File: src/rtl/column_rr_sched.sv
// Round-robin merge of per-column FIFO streams into one registered valid/ready output.
// Define COLUMN_RR_SCHED_STATS_EN to add per-column grant counters (clr_stats, gnt_cnt).
module column_rr_sched #(
  parameter int COLS  = 4,
  parameter int DW    = 2,
  parameter int DEPTH = 2
) (
  input  logic                      clk,
  input  logic                      rstb,
  input  logic [COLS-1:0]           ival,
  input  logic [COLS-1:0][DW-1:0]   idata,
  output logic [COLS-1:0]           irdy,
  input  logic [COLS-1:0]           col_en,
  output logic                      oval,
  output logic [DW-1:0]             odata,
  output logic [$clog2(COLS)-1:0]   ocol,
  input  logic                      ordy,
  output logic                      busy
`ifdef COLUMN_RR_SCHED_STATS_EN
  ,
  input  logic                      clr_stats,
  output logic [COLS-1:0][15:0]     gnt_cnt
`endif
);

  localparam int CW = $clog2(COLS);
  localparam int AW = $clog2(DEPTH);
  localparam int PW = AW + 1;

  logic [DW-1:0]   mem_q  [COLS][DEPTH];
  logic [PW-1:0]   wptr_q [COLS];
  logic [PW-1:0]   wptr_d [COLS];
  logic [PW-1:0]   rptr_q [COLS];
  logic [PW-1:0]   rptr_d [COLS];
  logic [COLS-1:0] empty;
  logic [COLS-1:0] full;
  logic [COLS-1:0] push;
  logic [COLS-1:0] pop;

  logic            found;
  logic [CW-1:0]   win;
  logic [CW-1:0]   sel;
  logic            load;

  logic            oval_q, oval_d;
  logic [DW-1:0]   odata_q, odata_d;
  logic [CW-1:0]   ocol_q, ocol_d;
  logic [CW-1:0]   rr_q, rr_d;

  // Extra pointer MSB tells a full FIFO apart from an empty one.
  always_comb begin
    empty = '0;
    full  = '0;
    for (int c = 0; c < COLS; c++) begin
      empty[c] = (wptr_q[c] == rptr_q[c]);
      full[c]  = (wptr_q[c][AW] != rptr_q[c][AW]) &&
                 (wptr_q[c][AW-1:0] == rptr_q[c][AW-1:0]);
    end
  end

  assign push = ival & ~full;

  // Scan columns starting at the round-robin pointer; first eligible one wins.
  always_comb begin
    found = 1'b0;
    win   = '0;
    sel   = '0;
    for (int i = 0; i < COLS; i++) begin
      if (int'(rr_q) + i >= COLS) sel = CW'(int'(rr_q) + i - COLS);
      else                        sel = CW'(int'(rr_q) + i);
      if (!found && !empty[sel] && col_en[sel]) begin
        found = 1'b1;
        win   = sel;
      end
    end
  end

  always_comb begin
    load    = !oval_q || ordy;
    oval_d  = oval_q;
    odata_d = odata_q;
    ocol_d  = ocol_q;
    rr_d    = rr_q;
    pop     = '0;
    if (load) begin
      oval_d = found;
      if (found) begin
        odata_d = mem_q[win][rptr_q[win][AW-1:0]];
        ocol_d  = win;
        rr_d    = (win == CW'(COLS - 1)) ? '0 : win + CW'(1);
        for (int c = 0; c < COLS; c++) pop[c] = (win == CW'(c));
      end
    end
  end

  always_comb begin
    for (int c = 0; c < COLS; c++) begin
      wptr_d[c] = push[c] ? wptr_q[c] + PW'(1) : wptr_q[c];
      rptr_d[c] = pop[c]  ? rptr_q[c] + PW'(1) : rptr_q[c];
    end
  end

  always_ff @(posedge clk) begin
    if (rstb) begin
      for (int c = 0; c < COLS; c++) begin
        wptr_q[c] <= '0;
        rptr_q[c] <= '0;
      end
      oval_q  <= 1'b0;
      odata_q <= '0;
      ocol_q  <= '0;
      rr_q    <= '0;
    end else begin
      for (int c = 0; c < COLS; c++) begin
        wptr_q[c] <= wptr_d[c];
        rptr_q[c] <= rptr_d[c];
      end
      oval_q  <= oval_d;
      odata_q <= odata_d;
      ocol_q  <= ocol_d;
      rr_q    <= rr_d;
    end
  end

  // Storage needs no reset; pointers alone define what is valid.
  always_ff @(posedge clk) begin
    if (!rstb) begin
      for (int c = 0; c < COLS; c++) begin
        if (push[c]) mem_q[c][wptr_q[c][AW-1:0]] <= idata[c];
      end
    end
  end

  assign irdy  = ~full;
  assign oval  = oval_q;
  assign odata = odata_q;
  assign ocol  = ocol_q;
  assign busy  = (|(~empty)) | oval_q;

`ifdef COLUMN_RR_SCHED_STATS_EN
  logic [COLS-1:0][15:0] gnt_cnt_q;

  // Clear wins over a same-cycle grant; counts stick at all-ones.
  always_ff @(posedge clk) begin
    if (rstb || clr_stats) begin
      gnt_cnt_q <= '0;
    end else begin
      for (int c = 0; c < COLS; c++) begin
        if (pop[c] && gnt_cnt_q[c] != 16'hFFFF) gnt_cnt_q[c] <= gnt_cnt_q[c] + 16'd1;
      end
    end
  end

  assign gnt_cnt = gnt_cnt_q;
`endif

endmodule

File: config.mk
export PLATFORM = sky130hd
export DESIGN_NAME = column_rr_sched
export DESIGN_NICKNAME = d
export VERILOG_FILES = /design/src/rtl/column_rr_sched.sv
export SDC_FILE = /design/constraint.sdc
export NUM_CORES = 1
export LEC_CHECK = 0
export CAP_MARGIN = 40
export CORE_MARGIN = 2
export CORE_UTILIZATION = 50
export CTS_CLUSTER_SIZE = 20
export DETAILED_ROUTE_END_ITERATION = 7
export PLACE_DENSITY_LB_ADDON = 0.25
export SLEW_MARGIN = 20
export SYNTH_ARGS = -nofsm -noshare
export SYNTH_HDL_FRONTEND = slang
export SYNTH_SLANG_ARGS = --single-unit
File: constraint.sdc
create_clock -name clk -period 2.8 [get_ports clk]
set_input_delay 0.56 -clock clk [delete_from_list [all_inputs] [get_ports clk]]
set_output_delay 0.56 -clock clk [all_outputs]
set_load 0.02 [all_outputs]
**Word level (Yosys, flattened, before mapping)**

Memories as Yosys holds them, arrays and structs flattened.
Cells that the tools add are included.

- Output and inout port bits: 10
- Bits in read-only memories: 0
- Latch bits: 0
- Memories: 3
- Register bits: 7
- Word-level logic and storage cells: 172
- Memory bits (writable): 32
- Bits of input ports: 19

Memory list:

| name | words | width | rd ports | clocked after memory_dff | wr ports | line | source |
|---|---|---|---|---|---|---|---|
| mem_q | 4 | 4 | 1 | 0 | 4 | 30 | `logic [DW-1:0] mem_q [COLS][DEPTH];` |
| rptr_q | 4 | 2 | 5 | 0 | 4 | 33 | `logic [PW-1:0] rptr_q [COLS];` |
| wptr_q | 4 | 2 | 4 | 0 | 4 | 31 | `logic [PW-1:0] wptr_q [COLS];` |

- Add/subtract/negate cells: 16
- Multiplexer cells: 73
- Shift operators: 0
- Divide/modulo/power cells: 0
- Reductions and logical operators: 27
- $lt $le $gt $ge: 17
- Multipliers: 0
- Equality and inequality tests: 15
- Bitwise logic cells: 17

Operators by type and width:

| cell | number |
|---|---|
| 2-bit 2-to-1 mux | 32 |
| 4-bit 2-to-1 mux | 6 |
| 1-bit 2-to-1 mux | 23 |
| 2-bit by 1-bit adder with 2-bit output, second input constant | 9 |
| 1-bit binary-select mux with 2-bit select | 8 |
| 1-bit logical AND | 15 |
| 2-bit by 3-bit less-than comparator with 1-bit output, second input constant | 4 |
| 2-bit greater-or-equal comparator, second input constant | 5 |
| 1-bit inverter with 2-bit output | 5 |
| 3-bit greater-or-equal comparator, second input constant | 3 |
| 1-bit bitwise OR | 9 |
| 2-bit demux with 1-bit select | 4 |
| 2-bit equality test | 4 |
| 1-bit zero test | 8 |
| 2-bit by 1-bit less-than comparator with 1-bit output, second input constant | 4 |
| 4-bit inverter | 2 |
| 2-bit by 1-bit subtractor with 2-bit output, second input constant | 4 |
| 2-bit by 2-bit adder with 3-bit output, second input constant | 2 |
| 4-bit AND | 1 |
| 1-bit equality test | 4 |
| 2-bit equality test, second input constant | 2 |
| 1-bit inequality test | 4 |
| 4-bit OR reduction | 1 |
| 2-bit by 1-bit adder with 3-bit output, second input constant | 1 |
| other kinds (5) | 5 |

**Logic depth before layout (Yosys ltp)**

Gate-level depths: netlist of the first run.

- Word-level depth: 24
- Depth in mapped cells: 10
- Mapped depth without buffers: 9

**Worst setup path after synthesis of the first run**

No wires, ideal clock.

- Path kind: flip-flop to flip-flop
- From: mem rptr_q[2][0] (netlist name)
- To: mem rptr_q[1][1] (netlist name)
- Period minus slack after synthesis: 2.004 ns
- Arrival time: 1.881 ns
- Path buffers: 1
- Setup slack: 0.796 ns
- Library setup time: 0.123 ns
- Data required time: 2.677 ns
- Cell stages (with the launch flop): 8
- Cell sequence: dfxtp_1 buf_2 xor2_2 o2111a_1 a211o_1 nor2_4 and4_1 mux2_1

RTL lines:

| element | line |
|---|---|
| start, declared | 33 |

==> results of run 1 <==
[metrics by stage]
| stage | setup WS [ns] | hold slack (ns) | utilization (%) |
|---|---|---|---|
| final | 0.291 | 0.456 | 62.4 |
| after global routing | 0.0941 | 0.488 | 62.4 |
| after CTS | 0.268 | 0.461 | 62.4 |
| after detailed placement | 0.203 | 0.450 | 59.7 |
| after global placement | 0.293 | 0.444 | 59.7 |
| after floorplan | 0.796 | 0.465 | - |
[sequential cells by signal, indices dropped and copies added, names as in the netlist]
register	count
oval	1
ocol	2
odata	2
wptr_q	8
rr_q	2
mem_q	16
rptr_q	8
[routing by layer]
layer | global-route usage (%) | share of wire (%) | vias to the layer above
met2 | 33.9 | 49 | 48
met3 | 5.67 | 5.3 | 6
met5 | 0 | 0 | -
met4 | 11.2 | 2.4 | 0
met1 | 23.5 | 44 | 689
li1 | - | - | 763
[report_power, final]
group          total [mW]  switching [mW]  internal (mW)
clock               0.446           0.186          0.260
combinational        1.07           0.608          0.467
sequential          0.829           0.132          0.697
[placed cells by master, fill, tap and decap left out, drive strengths merged, types with 5 or more instances in the layout]
master | synthesis | final
xor2 | 18 | 18
nor2 | 16 | 16
o21ai | 8 | 8
buf | 4 | 5
edfxtp | 16 | 16
nand2 | 15 | 15
a21oi | 15 | 15
inv | 6 | 6
nand3 | 7 | 7
clkbuf | 3 | 5
clkdlybuf4s50 | 0 | 28
nor3 | 5 | 5
mux2 | 5 | 5
dfxtp | 23 | 23
[final cells by class]
cell class | count | area, µm² | share of cell area [%]
Multi-Input combinational cell | 138 | 1010 | 41.1
Timing Repair Buffer | 33 | 318 | 12.9
Inverter | 6 | 22.5 | 0.915
Sequential cell | 39 | 941 | 38.2
Clock inverter | 2 | 37.5 | 1.53
Clock buffer | 5 | 68.8 | 2.80
Tap cell | 50 | 62.6 | 2.54
[critical path: stages, from the launching register on]
cell                              delay, ns
sky130_fd_sc_hd__dfxtp_1               0.43
sky130_fd_sc_hd__xor2_1                0.27
sky130_fd_sc_hd__buf_4                 0.17
sky130_fd_sc_hd__nand2b_1              0.16
sky130_fd_sc_hd__clkdlybuf4s50_1       0.63
[final timing paths]
check	to	slack [ns]	cells past startpoint
max reg2reg	rptr_q[0][1]	0.35	7
min reg2reg	ocol[0]	0.46	2
min	ocol[0]	0.46	2
max	irdy[3]	0.29	4
[logic make-up (layout without fill, tap and decap cells)]
| kind of cell | Yosys count | in the layout |
|---|---|---|
| buf+inv | 13 | 46 |
| simple gates | 62 | 62 |
| xor+xnor | 20 | 20 |
| compound gates | 45 | 45 |
| mux | 10 | 10 |
| fa+ha+maj | 1 | 1 |
| flops | 39 | 39 |
==> Flow_metrics.wiki, run 1 <==
{| class="wikitable"
! Metric !! Value
|-
| Period utilization || between 80% and 90%
|-
| Launch instance of the worst min-delay path || ocol[0]
|-
| DRC marker count from the first detailed-route iteration || 80
|-
| Finished Cell Area || approximately 2500 µm²
|-
| Routed Wire Length || 4060 µm
|-
| Clk sinks || 39
|-
| Cells resized by post-CTS repair || 0
|-
| Kind of path behind the tightest hold check || reg2reg
|-
| Routed length per placed instance || around 15 µm
|-
| Number of port buffers || 28
|-
| Die height || approximately 67 µm
|-
| Hold violation count in the final report || 0
|-
| Fin cells || about 270
|-
| Post-route setup TNS || 0 ns
|-
| Number of synthesized flops with an enable pin || 16
|-
| Pre-Repair DR Iteration Count || 4
|-
| H-tree depth || 2
|-
| Post-synthesis share of cell area spent on full adders, half adders and majority gates || less than 1%
|-
| CTS tree || built
|-
| Share of the yosys chip area belonging to registers || 46.7%
|-
| Number of warnings issued by yosys || 0
|-
| Total number of nets in the final design || 243
|-
| Share of synthesized registers carrying an async set or reset || 0%
|-
| Total half-perimeter wirelength after legalization and detailed placement || between 3000 and 4000 µm
|-
| Via count of the first global-routing pass || between 1,000 and 1,500
|-
| Cells after Synth || 190
|-
| # DRC || 0
|-
| Hold-fix buffer count after cts || 0
|-
| Clk buf depth || 2
|-
| Most frequent cells after synthesis || sky130_fd_sc_hd__dfxtp_1 (23), sky130_fd_sc_hd__xor2_1 (17), sky130_fd_sc_hd__edfxtp_1 (16)
|-
| Placed insts || roughly 270
|-
| Width of the die || between 60 and 70 µm
|-
| RePlAce Congestion || 0.790
|-
| Share of synthesized area spent on multiplexers || under 10%
|-
| Critical Path AT || a little under 2 ns
|-
| Fmax || ~0.40 GHz
|-
| Vias || around 1,500
|-
| Largest family of logic cells by synthesized area || compound AO/OA/AOI/OAI gates
|-
| Fraction of layout cells with a size suffix above 1 || about an eighth
|-
| Root buffer selected by CTS || sky130_fd_sc_hd__clkbuf_8
|-
| Core Area || ~3900 µm²
|-
| Top cells by area, synth || sky130_fd_sc_hd__edfxtp_1 (24%), sky130_fd_sc_hd__dfxtp_1 (23%), sky130_fd_sc_hd__xor2_1 (7.4%), sky130_fd_sc_hd__a21oi_1 (3.7%), sky130_fd_sc_hd__nor2_1 (2.8%)
|-
| Avg Inst Size Synth || ~11 µm²
|-
| Vias per std cell || between 5 and 6
|-
| Fraction of synthesized cell area taken by the top area cell type || roughly a quarter
|-
| Antenna viol nets, final || 0
|-
| Post-CTS setup buffer count || 0
|-
| Status || finished, final reports clean
|-
| P per Cell Area || between 900 and 1000 nW/µm²
|-
| TritonCTS buffer count || 5
|-
| # Max-Cap Violations || 0
|-
| Area delta synth->final || 22.2%
|-
| Unique masters post-synth || 56
|-
| Antenna violations before repair || 0
|-
| Number of standard-cell rows in the floorplan || 23
|-
| Dominant synthesized flop cell || sky130_fd_sc_hd__dfxtp_1
|-
| Number of top-level pins || 29
|-
| Max_slew headroom || approximately 47%
|-
| Overall fraction of global-route tracks in use || between 20% and 30%
|-
| Actual slew at the worst max-slew pin || 0.789 ns
|-
| Overall power after layout || 2.35 mW
|-
| Setup-violating endpoint count in the final report || 0
|-
| Crit path from || wptr_q[3][0]
|-
| Synth Cell Area || 2010 µm²
|-
| Worst vdd ir || slightly above 0.0004 V
|-
| Overall overflow remaining after global route || 0
|-
| Flip-flop and latch count after synthesis || 39
|-
| Most common cell in the netlist || sky130_fd_sc_hd__dfxtp_1
|-
| Filler Cell Count || 313
|-
| Clock period minus worst slack || 2.51 ns
|-
| Antenna diode count || 0
|-
| Worst-path clk slew || 0.07 ns
|-
| Source-to-sink clock delay at the later pin of the worst-skew pair || around 0.29 ns
|-
| Simple-gate share of the synthesized area || between 15 and 20%
|-
| Leak pwr || 0.896 nW
|-
| Nature of the critical path startpoint || flop
|-
| Required arrival time at the worst endpoint || 2.24 ns
|-
| Synth Area in Compound Gates || about 18%
|-
| Dominant cell type by area after synthesis || sky130_fd_sc_hd__edfxtp_1
|-
| Xor and xnor area share after synthesis || 9.44%
|-
| Crit path capture type || output pin
|-
| Placed inst area || 2350 µm²
|-
| Reg-to-reg startpoint || wptr_q[3][0]
|-
| Pin count of the biggest net entering global routing || 20
|-
| Critical path fanouts, max || 5
|-
| Unrepaired setup endpoints after global routing || no
|-
| Worst Setup Path Type || reg2out
|-
| Clock Skew || about 0.007 ns
|-
| First-pass GRT wire length || around 6600 µm
|-
| Final Max Slew Viols || 0
|-
| Die Outline Area || 4550 µm²
|-
| Synth Net Count || 210
|-
| Initial core utilization || a little over 50%
|}
(Power assumes the default switching activity.)
==> run 2: changes to the inputs <==
--- a/config.mk
+++ b/config.mk
@@ -11,6 +11,7 @@
 export CTS_CLUSTER_SIZE = 20
 export DETAILED_ROUTE_END_ITERATION = 7
 export PLACE_DENSITY_LB_ADDON = 0.25
+export SETUP_SLACK_MARGIN = 0.02
 export SLEW_MARGIN = 20
 export SYNTH_ARGS = -nofsm -noshare
 export SYNTH_HDL_FRONTEND = slang
==> results of run 2 <==
Final layout, timing and power as in run 1 (identical DEF).
==> run 3: changes to the inputs <==
--- a/config.mk
+++ b/config.mk
@@ -5,7 +5,6 @@
 export SDC_FILE = /design/constraint.sdc
 export NUM_CORES = 1
 export LEC_CHECK = 0
-export CAP_MARGIN = 40
 export CORE_MARGIN = 2
 export CORE_UTILIZATION = 50
 export CTS_CLUSTER_SIZE = 20
==> constraint.sdc (replaced) <==
create_clock -name clk -period 2.8 [get_ports clk]
set_input_delay 0.56 -clock clk [delete_from_list [all_inputs] [get_ports clk]]
set_output_delay 0.56 -clock clk [all_outputs]
set_load 0.005 [all_outputs]
==> results of run 3 <==
The final DEF is identical to that of run 1. Status: finished, final reports clean.
Among the figures that moved: setup slack after layout 0.291 ns -> 0.355 ns; end point of the critical path irdy[3] -> rptr_q[0][1]; total power 2.35 mW -> 2.30 mW; worst IR drop on VDD 0.000409 V -> 0.000407 V
